File: config.mk
export PLATFORM = sky130hd
export DESIGN_NAME = ild1420_avg
export DESIGN_NICKNAME = d
export VERILOG_FILES = /design/src/rtl/ild1420_avg.sv
export SDC_FILE = /design/constraint.sdc
export NUM_CORES = 1
export LEC_CHECK = 0
export BUFFER_PORTS_ARGS = -buffer_cell sky130_fd_sc_hd__buf_4
export CORE_AREA = 3 3 131 164
export CTS_CLUSTER_DIAMETER = 100
export CTS_CLUSTER_SIZE = 8
export DETAILED_ROUTE_END_ITERATION = 6
export DIE_AREA = 0 0 134 167
export HOLD_SLACK_MARGIN = 0.1
export PLACE_DENSITY = 0.76
export SLEW_MARGIN = 0
export SYNTH_ARGS = -nofsm -noshare
export SYNTH_HDL_FRONTEND = slang
export SYNTH_SLANG_ARGS = --single-unit
File: constraint.sdc
create_clock -name clk -period 4.7 [get_ports clk]
set_clock_uncertainty 0.05 [all_clocks]
set_input_delay 0.94 -clock clk [delete_from_list [all_inputs] [get_ports clk]]
set_output_delay 0.94 -clock clk [all_outputs]
set_load 0.1 [all_outputs]
File: src/rtl/ild1420_avg.sv
// Boxcar moving average over the last 2^LOG2_N error-free ILD1420 samples,
// with saturating reject counter, stale-stream detection and window flush.
module ild1420_avg #(
  parameter int LOG2_N       = 3,
  parameter int STALE_CYCLES = 60000
) (
  input  logic        clk,
  input  logic        rst,
  input  logic        in_valid,
  input  logic [15:0] in_distance,
  input  logic [1:0]  in_error,
  input  logic        clear,
  output logic [15:0] out_distance,
  output logic        out_valid,
  output logic        primed,
  output logic        stale,
  output logic [15:0] reject_count
);

  localparam int N  = 1 << LOG2_N;
  localparam int SW = 16 + LOG2_N;
  localparam int FW = LOG2_N + 1;
  localparam int TW = $clog2(STALE_CYCLES + 1);

  typedef enum logic [0:0] {FILL = 1'b0, RUN = 1'b1} state_t;

  state_t              state_r, state_s;
  logic [SW-1:0]       sum_r, sum_s;
  logic [FW-1:0]       fill_r, fill_s;
  logic [LOG2_N-1:0]   wr_ptr_r, wr_ptr_s;
  logic [TW-1:0]       timer_r, timer_s;
  logic [15:0]         win_r [N];
  logic [15:0]         oldest_s;
  logic                upd_r, upd_s;
  logic                primed_s, stale_s;
  logic                accept_s, reject_s, expire_s, flush_s, write_s;

  // Input qualification and stale timer; accept beats a same-cycle expiry.
  always_comb begin
    accept_s = in_valid && (in_error == 2'b00) && !clear;
    reject_s = in_valid && (in_error != 2'b00) && !clear;
    oldest_s = win_r[wr_ptr_r];
    if (accept_s || clear) begin
      timer_s = '0;
    end else if (timer_r == TW'(STALE_CYCLES)) begin
      timer_s = timer_r;
    end else begin
      timer_s = timer_r + TW'(1);
    end
    expire_s = !accept_s && !clear && (timer_s == TW'(STALE_CYCLES));
    flush_s  = clear || expire_s;
  end

  // Window FSM next state: fill phase, then running sum with oldest removal.
  always_comb begin
    state_s  = state_r;
    sum_s    = sum_r;
    fill_s   = fill_r;
    wr_ptr_s = wr_ptr_r;
    primed_s = primed;
    upd_s    = 1'b0;
    write_s  = 1'b0;
    if (flush_s) begin
      state_s  = FILL;
      sum_s    = '0;
      fill_s   = '0;
      wr_ptr_s = '0;
      primed_s = 1'b0;
    end else if (accept_s) begin
      write_s  = 1'b1;
      wr_ptr_s = wr_ptr_r + LOG2_N'(1);
      case (state_r)
        FILL: begin
          sum_s  = sum_r + SW'(in_distance);
          fill_s = fill_r + FW'(1);
          if (fill_r == FW'(N - 1)) begin
            state_s  = RUN;
            primed_s = 1'b1;
            upd_s    = 1'b1;
          end else begin
            state_s  = FILL;
          end
        end
        RUN: begin
          sum_s = sum_r + SW'(in_distance) - SW'(oldest_s);
          upd_s = 1'b1;
        end
        default: begin
          state_s = FILL;
        end
      endcase
    end else begin
      state_s = state_r;
    end
    if (clear || accept_s) begin
      stale_s = 1'b0;
    end else if (expire_s) begin
      stale_s = 1'b1;
    end else begin
      stale_s = stale;
    end
  end

  // Control and status registers.
  always_ff @(posedge clk) begin
    if (rst) begin
      state_r      <= FILL;
      sum_r        <= '0;
      fill_r       <= '0;
      wr_ptr_r     <= '0;
      timer_r      <= '0;
      upd_r        <= 1'b0;
      primed       <= 1'b0;
      stale        <= 1'b0;
      reject_count <= 16'h0000;
    end else begin
      state_r  <= state_s;
      sum_r    <= sum_s;
      fill_r   <= fill_s;
      wr_ptr_r <= wr_ptr_s;
      timer_r  <= timer_s;
      upd_r    <= upd_s;
      primed   <= primed_s;
      stale    <= stale_s;
      if (reject_s && (reject_count != 16'hFFFF)) begin
        reject_count <= reject_count + 16'h0001;
      end
    end
  end

  // Sample storage; contents are don't-care after reset so no reset here.
  always_ff @(posedge clk) begin
    if (write_s) begin
      win_r[wr_ptr_r] <= in_distance;
    end
  end

  // Output stage reads the pre-flush sum, so a pending pulse survives a flush.
  always_ff @(posedge clk) begin
    if (rst) begin
      out_distance <= 16'h0000;
      out_valid    <= 1'b0;
    end else begin
      out_valid <= upd_r;
      if (upd_r) begin
        out_distance <= sum_r[SW-1:LOG2_N];
      end
    end
  end

endmodule

### Word-level counts from Yosys, hierarchy flattened

Memory sizes are Yosys's and may differ from the RTL's. A register that Yosys moved wholly into a read port is not among the register bits.
Index checks and enable logic that the tools add are counted.

* div/mod/pow operators: 0
* reduce and logical (&&, ||, !) cells: 18
* shift operators: 0
* multipliers: 0
* add/sub/neg operators: 6
* magnitude comparators: 0
* bitwise logic cells: 2
* mux-type cells: 12
* eq/ne operators: 4

Operators with widths (count)
* $pmux W19 S2: 1
* $add A16 B1 Y16 const B: 2
* $eq A16 B16 Y1 const B: 2
* $mux W16: 2
* $add A19 B16 Y19: 1
* $sub A19 B16 Y19: 1
* $ne A16 B16 Y1 const B: 1
* $logic_and A1 B1 Y1: 7
* $mux W1: 6
* $mux W3: 2
* $add A4 B1 Y4 const B: 1
* $eq A4 B3 Y1 const B: 1
* $reduce_or A2 Y1: 2
* $add A3 B1 Y3 const B: 1
* $reduce_and A3 Y1: 1
* $reduce_or A3 Y1: 1
* $logic_not A1 Y1: 2
* $logic_not A2 Y1: 1
* $logic_or A1 B1 Y1: 2
* $not A1 Y1: 2
* $pmux W1 S2: 1
* $reduce_and A2 Y1: 1
* $reduce_bool A2 Y1: 1

* memories kept: 1
* bits in writable memories: 128
* register bits after elaboration: 79
* input bits: 22
* bits in read-only memories: 0
* latch bits: 0

Memories
* win_r: depth 8, width 16, rd ports 1, clocked after Yosys merged registers in 1, write ports 1, line 32 `logic [15:0] win_r [N];`

### Depth between registers and ports, before layout

Gate-level depths: netlist of run 1.

* word-level depth: 11
* depth in mapped cells: 19
* gate-level depth less buffers: 19

### Worst setup path after synthesis of run 1

No wires, ideal clock.

* path kind: input port to flip-flop
* from: in in_distance[0]
* to: reg sum_r[17]
* stages: 18
* arrival: 4.675 ns
* buffers on the path: 0
* setup time: 0.123 ns
* setup slack: -0.148 ns
* data required time: 4.527 ns
* cells stage by stage: ha_1 fa_1 nand2_1 nand2_1 a21oi_1 xnor2_1 ha_1 and2_1 a221oi_2 a21oi_1 o31a_1 o32a_1 a21oi_2 nand4b_1 a22oi_1 or4_1 nand2_1 mux2_1

* cells in the longest elaborated chain, start to end: 3

RTL lines
* from (decl): line 10 `input logic [15:0] in_distance,`
* $add A19 B16 Y19 *: line 74, 85
* $sub A19 B16 Y19: line 85 `sum_s = sum_r + SW'(in_distance) - SW'(oldest_s);`
* $pmux W19 S2 *: line 72 `case (state_r)`
* to (signal assigned): line 118 `sum_r <= sum_s;`
* to (decl): line 28 `logic [SW-1:0] sum_r, sum_s;`

Mark *: on every way between the ends. The rest lies on a longest branch, timed or not.
A chain may end at the register's enable or synchronous reset.

### Worst setup path in the final report of run 1

* from: in in_distance[0]
* to: reg sum_r[14]

Same word-level chain as after synthesis.

==> qor.txt, run 1 <==
Initial Utilization = 49.5%
synthesized area per cell = 12.2 sq um
Core Area = 0.0201 sq mm
Root Driver = clkbuf_16
register area share after synthesis = 55.2%
Critical Setup Path Class = primary input to flip-flop
routability cong. = 0.874
number of setup buffers added after CTS = 0
Port-buffer cells = 56
WL/cell = 18.0 microns
Die Y = 167 microns
setup TNS = 0 ns
Ant. Diodes = 0
post-cts hold buffer count = 0
compound-cell area share of the yosys netlist = 9.11%
Register Area = 0.00549 sq mm
Tot GR Track Use = 19.6%
post-synthesis mux area share = 11.4%
CTS tree = done
Final Util = 59.2%
Yosys cell types = 74
P&R area growth vs syn = 19.7%
EDFF count, synth = 128
Pleak = 4.24 nW
Max H-tree Level = 1
layout cells sized above 1 = 21.7%
cell area after synthesis = 0.00995 sq mm
drt pass-1 iters = 5
Synth Instances = 814
FFs w/ async S/R, synth = 0%
pre-CTS setup slack = -0.281 ns
ratio of final minimum period to clock period = 95.4%
vias per inst = 5.53
worst-path fanout max = 4
Critical Path RT = 5.08 ns
endpoints failing hold = 0
VDD IR-drop max = 0.274 mV
die width = 134 microns
Seq cells post-synth = 210
max-slew violation count = 0
status = finished, final reports clean
CP startpoint kind = primary input
remaining routing DRC violations = 0
Rows = 58
Clock Latency Late Sink = 0.53 ns
Post-Synth Adder-Cell Area = 4.65%
multi-input combinational cell area = 0.00433 sq mm
IO Pins = 57
Fillers = 1622
number of global-route vias before repair = 6694
first-pass GRT wire length = 35100 microns
Clk pin slew, worst setup/hold paths = 0.05 ns
worst setup path start = in_distance[0]
share of synthesized cell area in and, or, nand and nor gates = 12.8%
RSZ-0062 raised after global routing = no
die area = 0.0224 sq mm
Max Cap Viol = 0
setup ws final = 0.215 ns
final net count = 983
Worst-Margin Slew = 0.932 ns
xor/xnor share of the synthesized area = 5.02%
syn_nets = 871
antenna violations before repair = 0
post-layout min period = 4.49 ns
main combinational cell family by area after synthesis = simple AND/OR/NAND/NOR gates
vias = 6716
yosys warns = 0
final wirelength = 21900 microns
largest net degree at the start of global routing = 40
crit path capture type = flip-flop
Total Power = 0.00417 W
DP Wirelength = 15300 microns
grt ovf = 0
initial DRC count = 493
Clock Sinks = 210
post-cts repair resize count = 0
Pwr Density = 350 mW/mm^2
CP Data Arrival Time = 4.87 ns
Post-synth top flop = edfxtp_1
HP Start = stale$_SDFFE_PP0P_
f_max = 0.223 GHz
Hold Path Class = flip-flop to flip-flop
ANT nets after route = 0
setup violators final = 0
Num CTS Buffers = 30
CTS max path bufs = 3
Max-slew headroom = 37.8%
logic make-up (layout without fill, tap and decap cells):
family / after synthesis / after routing
compound gates: 125 / 125
xor+xnor: 57 / 57
fa+ha+maj: 36 / 36
buf+inv: 47 / 178
flops: 210 / 210
mux: 73 / 73
simple gates: 266 / 266
placed cells by master, fill, tap and decap left out, types with 3 or more instances in the layout:
master	n
a211oi_1	18
o31ai_1	3
nand3_1	16
nand2_1	49
and3_1	10
nand4_1	5
o211ai_1	4
mux4_2	32
or3_1	7
nor3_2	4
a21o_1	3
xor2_1	26
mux2i_1	38
xnor2_1	31
a211oi_2	3
a21oi_1	24
ha_1	32
nor4_1	3
clkbuf_1	19
a21oi_2	4
and4_1	3
nor2b_1	15
o21ai_0	23
o2111ai_1	4
nand2b_1	8
dfxtp_1	81
a22oi_1	4
o21a_1	6
o21bai_1	3
buf_4	110
edfxtp_1	128
and2_1	8
nor2_1	104
inv_1	16
nor3_1	15
clkbuf_16	31
state kept, by name, summed over array words and instances (netlist names), named ones only:
name          flops
reject_count     16
state_r           1
sum_r            19
out_valid         1
timer_r          16
fill_r            4
out_distance     16
upd_r             1
wr_ptr_r          3
primed            1
win_r           128
stale             1
through the flow:
| stage | cell area (sq um) | hold slack (ns) | instances |
|---|---|---|---|
| after floorplan | 9970 | 0.421 | 814 |
| after detailed placement | 11000 | 0.420 | 1164 |
| after global placement | 11000 | 0.409 | 1164 |
| after CTS | 11900 | 0.434 | 1215 |
| final | 11900 | 0.429 | 1215 |
| after global routing | 11900 | 0.460 | 1215 |
final timing paths:
path	to	slack, ns	cells after the start
setup / recovery	sum_r[14]$_SDFFE_PP0P_	0.21	18
hold / removal	stale$_SDFFE_PP0P_	0.43	2
setup reg to reg	sum_r[18]$_SDFFE_PP0P_	0.34	15
hold reg to reg	stale$_SDFFE_PP0P_	0.43	2
critical path, stage by stage:
cell	delay, ns
buf_4	0.12
ha_2	0.20
fa_2	0.42
a211oi_2	0.24
o21bai_1	0.10
a21oi_1	0.17
xnor2_1	0.11
ha_1	0.22
or4_1	0.54
o221a_2	0.28
o32ai_1	0.28
a2bb2oi_1	0.14
o2111ai_1	0.27
and2_1	0.22
xnor2_1	0.12
nand2_1	0.08
xnor2_1	0.17
a211oi_1	0.23
synthesized netlist by cell type (15+ instances only):
master | number | area share [%]
edfxtp_1 | 128 | 39
nor2_1 | 104 | 3.9
dfxtp_1 | 82 | 17
nand2_1 | 49 | 1.8
mux2i_1 | 38 | 3.8
ha_1 | 33 | 4.2
mux4_2 | 32 | 7.2
xnor2_1 | 31 | 2.7
a21oi_1 | 26 | 1.3
xor2_1 | 26 | 2.3
clkbuf_1 | 23 | 0.87
o21ai_0 | 23 | 1.2
a211oi_1 | 19 | 1.4
nor3_1 | 19 | 0.96
inv_1 | 16 | 0.60
nand3_1 | 16 | 0.81
nor2b_1 | 15 | 0.94
final cells by class:
class,instances,share of cell area (%)
inverters,17,0.536
repair buffers,110,6.94
flip-flops and latches,210,46.1
clock buffers,50,7.12
multi-input cells,557,36.4
well taps,270,2.84
clock inverters,1,0.0736
layer usage:
metal	vias to the layer above	GRT usage, %	routed length [microns]
met3	44	3.35	1280
met4	0	5.59	554
met5	-	0	0
li1	3263	-	-
met2	178	34.2	11000
met1	3231	25.2	9100
power by group:
part	total [W]	leakage (nW)	internal (W)	switching (W)
clock network	0.00193	0.409	0.00120	0.000727
registers	0.00197	1.81	0.00196	0.00000635
logic	0.000269	2.01	0.000117	0.000152
Note: power is estimated with default switching activity, not from simulation.
==> inputs of run 2 (changes only) <==
--- a/config.mk
+++ b/config.mk
@@ -6,13 +6,13 @@
 export NUM_CORES = 1
 export LEC_CHECK = 0
 export BUFFER_PORTS_ARGS = -buffer_cell sky130_fd_sc_hd__buf_4
-export CORE_AREA = 3 3 131 164
+export CORE_AREA = 2 2 130 163
 export CTS_CLUSTER_DIAMETER = 100
 export CTS_CLUSTER_SIZE = 8
 export DETAILED_ROUTE_END_ITERATION = 6
-export DIE_AREA = 0 0 134 167
+export DIE_AREA = 0 0 132 165
 export HOLD_SLACK_MARGIN = 0.1
-export PLACE_DENSITY = 0.76
+export PLACE_DENSITY = 0.74
 export SLEW_MARGIN = 0
 export SYNTH_ARGS = -nofsm -noshare
 export SYNTH_HDL_FRONTEND = slang
==> run 2 against run 1 <==
Worst hold slack got worse by 0.0046 ns; final cell count fell by 0.16%; sequential cell count did not move; combinational power barely moved; utilization fell by 0.12 points; final area fell by 0.21%; via count rose by 0.30%; maximum frequency rose by 0.31%; worst setup slack improved by 0.014 ns; sequential share of layout area rose by 0.12 points; critical path type unchanged; highest routed layer unchanged.
==> qor.txt, run 2 (synthesis gave the netlist of run 1 again) <==
CP startpoint kind = primary input
Tot GR Track Use = 20.4%
remaining routing DRC violations = 0
Initial Utilization = 49.5%
fin area = 0.0119 sq mm
grt ovf = 0
Clock Latency Late Sink = 0.54 ns
Top reg by flops = win_r
most frequent cells in the layout = edfxtp_1, buf_4, nor2_1
Max Cap Viol = 0
CTS tree = done
pre-CTS setup slack = -0.268 ns
max-slew violation count = 0
slowest stage cell, crit path = or4_1
worst setup path start = in_distance[0]
met3 Usage GRT = 3.44%
met1 GRT Util = 25.7%
P&R area growth vs syn = 19.4%
post-cts hold buffer count = 0
final wirelength = 21800 microns
Total Power = 0.00417 W
Largest register FFs = 128
number of global-route vias before repair = 6898
crit-path max cell delay = 0.54 ns
Num CTS Buffers = 30
HP Start = primed$_SDFFE_PP0P_
setup ws final = 0.229 ns
Regs by FF count = win_r (128), sum_r (19)
WL/cell = 18.0 microns
f_max = 0.224 GHz
setup violators final = 0
Critical Path RT = 5.08 ns
GR Util met2 = 36.6%
drt pass-1 iters = 5
crit path capture type = flip-flop
Comb pwr share = 6.4%
final net count = 980
Register Area = 0.00549 sq mm
RSZ-0062 raised after global routing = no
Fillers = 1641
vias = 6736
endpoints failing hold = 0
Worst-Margin Slew = 0.960 ns
ratio of final minimum period to clock period = 95.1%
DP Wirelength = 15300 microns
Max H-tree Level = 1
worst path cell trace = buf_4 -> ha_2 -> fa_2 -> a211oi_2 -> o21bai_1 -> a21oi_1 -> xnor2_1 -> ha_1 -> or4_1 -> o221a_2 -> o32ai_1 -> a2bb2oi_1 -> o2111ai_1 -> and2_1 -> xnor2_1 -> nand2_1 -> xnor2_1 -> a211oi_1
Clock Sinks = 210
routability cong. = 0.940
status = finished, final reports clean
Die Y = 165 microns
vias per inst = 5.55
ANT nets after route = 0
layout cells sized above 1 = 21.4%
Top delay family on crit path = compound AO/OA/AOI/OAI gates
multi-input combinational cell area = 0.00433 sq mm
Hold Path Class = flip-flop to flip-flop
clock group share of total power = 46.4%
Critical Path Most Common Cell = xnor2_1
CTS max path bufs = 3
Ant. Diodes = 0
grt peak-use layer = met2
commonest non-fill, non-tap cell in the layout = edfxtp_1
worst path bufs/invs = 1
Core Area = 0.0201 sq mm
worst-path fanout max = 3
CP Data Arrival Time = 4.86 ns
Critical Setup Path Class = primary input to flip-flop
Pint = 0.00326 W
Rows = 58
Post-DP Area = 0.0110 sq mm
Pwr Density = 351 mW/mm^2
initial DRC count = 342
die width = 132 microns
first-pass GRT wire length = 35600 microns
Clk pin slew, worst setup/hold paths = 0.05 ns
antenna violations before repair = 0
Max-slew headroom = 35.9%
sequential share of power = 47.2%
die area = 0.0218 sq mm
switching pwr = 0.000915 W
switching part of the total = 21.9%
post-layout min period = 4.47 ns
IO Pins = 57
Pleak = 4.22 nW
Root Driver = clkbuf_16
largest net degree at the start of global routing = 40
number of setup buffers added after CTS = 0
VDD IR-drop max = 0.290 mV
Port-buffer cells = 56
setup TNS = 0 ns
[run 2: path summary, 6_finish.rpt]
check                                               to  slack (ns)  cells after the start
worst max-delay path            sum_r[14]$_SDFFE_PP0P_        0.23                     18
worst max register to register  sum_r[18]$_SDFFE_PP0P_        0.39                     16
worst min-delay path               primed$_SDFFE_PP0P_        0.42                      2
worst min register to register     primed$_SDFFE_PP0P_        0.42                      2
[run 2: tightest hold or removal path, stage by stage (launching register included)]
cell and delay (ns):
dfxtp_1 0.32, a21oi_1 0.04, nor2_1 0.07
[run 2: layer usage]
metal  vias up  part of all wire [%]
li1       3266                     -
met1      3273                    42
met2       163                    50
met3        34                   5.6
met4         0                   1.7
met5         -                     0
[run 2: power groups by stage]
| stage | Combinational (W) | Sequential (W) | Clock, W |
|---|---|---|---|
| final | 0.000268 | 0.00197 | 0.00194 |
| after global routing | 0.000296 | 0.00197 | 0.00205 |
| after CTS | 0.000267 | 0.00197 | 0.00197 |
| after detailed placement | 0.000265 | 0.00200 | 0 |
| after global placement | 0.000262 | 0.00200 | 0 |
| after floorplan | 0.000163 | 0.00201 | 0 |
[run 2: timing repair]
item	in CTS	in global routing
setup endpoints to repair	0	1
hold endpoints to repair	0	0
gates resized for setup	0	1
[run 2: layout make-up]
cell class / count / area share [%]
clock buffers: 50 / 6.95
clock inverters: 2 / 0.211
inverters: 17 / 0.537
multi-input cells: 557 / 36.5
flip-flops and latches: 210 / 46.2
well taps: 270 / 2.84
repair buffers: 107 / 6.76
[run 2: through the flow]
step / hold WS (ns) / instances / util [%]
finish: 0.424 / 1213 / 59.1
global route: 0.458 / 1213 / 59.1
CTS: 0.431 / 1213 / 59.1
detailed placement: 0.417 / 1161 / 54.8
global placement: 0.406 / 1161 / 54.8
floorplan: 0.421 / 814 / -
==> inputs of run 3 (changes only) <==
--- a/config.mk
+++ b/config.mk
@@ -13,6 +13,7 @@
 export DIE_AREA = 0 0 132 165
 export HOLD_SLACK_MARGIN = 0.1
 export PLACE_DENSITY = 0.74
+export RECOVER_POWER = 50
 export SLEW_MARGIN = 0
 export SYNTH_ARGS = -nofsm -noshare
 export SYNTH_HDL_FRONTEND = slang
==> run 3 against run 2 <==
Total power hardly changed; clock-buffer cell count is the same; final area fell by 0.81%.
==> qor.txt, run 3 (synthesis gave the netlist of run 1 again) <==
status = finished, final reports clean
crit path capture type = flip-flop
f_max = 0.224 GHz
vias per inst = 5.56
post-cts hold buffer count = 0
Root Driver = clkbuf_16
die area = 0.0218 sq mm
RSZ-0062 raised after global routing = no
number of setup buffers added after CTS = 0
die width = 132 microns
grt ovf = 0
Tot GR Track Use = 20.4%
met3 Usage GRT = 3.44%
Critical Setup Path Class = primary input to flip-flop
Clock Sinks = 210
WL/cell = 18.0 microns
CTS tree = done
remaining routing DRC violations = 0
largest net degree at the start of global routing = 40
ratio of final minimum period to clock period = 95.0%
ANT nets after route = 0
drt pass-1 iters = 4
most frequent cells in the layout = edfxtp_1, nor2_1, buf_4
Initial Utilization = 49.5%
Ant. Diodes = 0
post-route insts no fill = 1213
post-cts repair resize count = 0
CTS max path bufs = 3
crit-path max cell delay = 0.54 ns
grt peak-use layer = met2
Port-buffer cells = 56
vias = 6741
routability cong. = 0.940
GR Util met2 = 36.6%
CP startpoint kind = primary input
layout cells sized above 1 = 18.8%
cell count after placement = 1161
Critical Path RT = 5.08 ns
met1 GRT Util = 25.7%
commonest non-fill, non-tap cell in the layout = edfxtp_1
Worst-Margin Slew = 1.44 ns
worst path cell trace = buf_4 -> ha_2 -> fa_2 -> a211oi_2 -> o21bai_1 -> a21oi_1 -> xnor2_1 -> ha_1 -> or4_1 -> o221a_2 -> o32ai_1 -> a2bb2oi_1 -> o2111ai_1 -> and2_1 -> xnor2_1 -> nand2_1 -> xnor2_1 -> a211oi_1
slowest stage cell, crit path = or4_1
Critical Path Most Common Cell = xnor2_1
Regs by FF count = win_r (128), sum_r (19)
Core Area = 0.0201 sq mm
Hold Path Class = flip-flop to flip-flop
Top reg by flops = win_r
setup violators final = 0
Pleak = 4.13 nW
Max Cap Viol = 0
Pwr Density = 354 mW/mm^2
CP Data Arrival Time = 4.85 ns
antenna violations before repair = 0
final net count = 980
number of global-route vias before repair = 6898
Num CTS Buffers = 30
DP Wirelength = 15300 microns
Largest register FFs = 128
Max H-tree Level = 1
Max-slew headroom = 4.24%
max-slew violation count = 0
endpoints failing hold = 0
Clk pin slew, worst setup/hold paths = 0.05 ns
final wirelength = 21900 microns
Die Y = 165 microns
worst-path fanout max = 3
Clock Latency Late Sink = 0.54 ns
initial DRC count = 355
first-pass GRT wire length = 35600 microns
P&R area growth vs syn = 18.4%
Rows = 58
post-layout min period = 4.46 ns
IO Pins = 57
setup TNS = 0 ns
VDD IR-drop max = 0.294 mV
run 3: worst max-delay path, delay by kind of cell:
family / cells / cell delay (ns)
AO/OA/AOI/OAI: 8 / 1.69
XOR/XNOR: 3 / 0.40
adder cells (fa/ha/maj): 3 / 0.85
buffers and inverters: 1 / 0.12
AND/OR/NAND/NOR: 3 / 0.83
run 3: worst paths after layout:
check / endpoint / start / depth (start not counted) / slack [ns]
max: sum_r[14]$_SDFFE_PP0P_ / in_distance[0] / 18 / 0.24
min: primed$_SDFFE_PP0P_ / primed$_SDFFE_PP0P_ / 2 / 0.42
max reg2reg: sum_r[18]$_SDFFE_PP0P_ / flip-flop / 16 / 0.39
min reg2reg: primed$_SDFFE_PP0P_ / primed$_SDFFE_PP0P_ / 2 / 0.42
run 3: final cells by class:
cell class              instances  area (sq um)
repair buffers                107           713
clock inverters                 2          25.0
flip-flops and latches        210          5490
multi-input cells             557          4320
inverters                      17          63.8
fillers                      1650          8320
clock buffers                  50           826
well taps                     270           338
run 3: stage by stage:
stage	instance area [sq um]	hold slack [ns]	util, %	setup WS, ns	total power, W
after floorplan	9970	0.421	-	0.0236	0.00217
after global placement	11000	0.406	54.8	-0.205	0.00226
after detailed placement	11000	0.417	54.8	-0.268	0.00227
after CTS	11900	0.431	59.1	0.274	0.00420
after global routing	11800	0.458	58.6	0.00664	0.00430
final	11800	0.423	58.6	0.236	0.00417
run 3: power by group:
| group | internal, W | switching (W) | leakage, nW |
|---|---|---|---|
| registers | 0.00196 | 0.00000621 | 1.81 |
| clock network | 0.00118 | 0.000761 | 0.404 |
| logic | 0.000107 | 0.000152 | 1.91 |
| total | 0.00325 | 0.000920 | 4.13 |
run 3: routing by layer:
layer	share of wire [%]	vias to the layer above
li1	-	3262
met1	43	3272
met2	50	173
met3	5.6	34
met4	1.8	0
met5	0	-
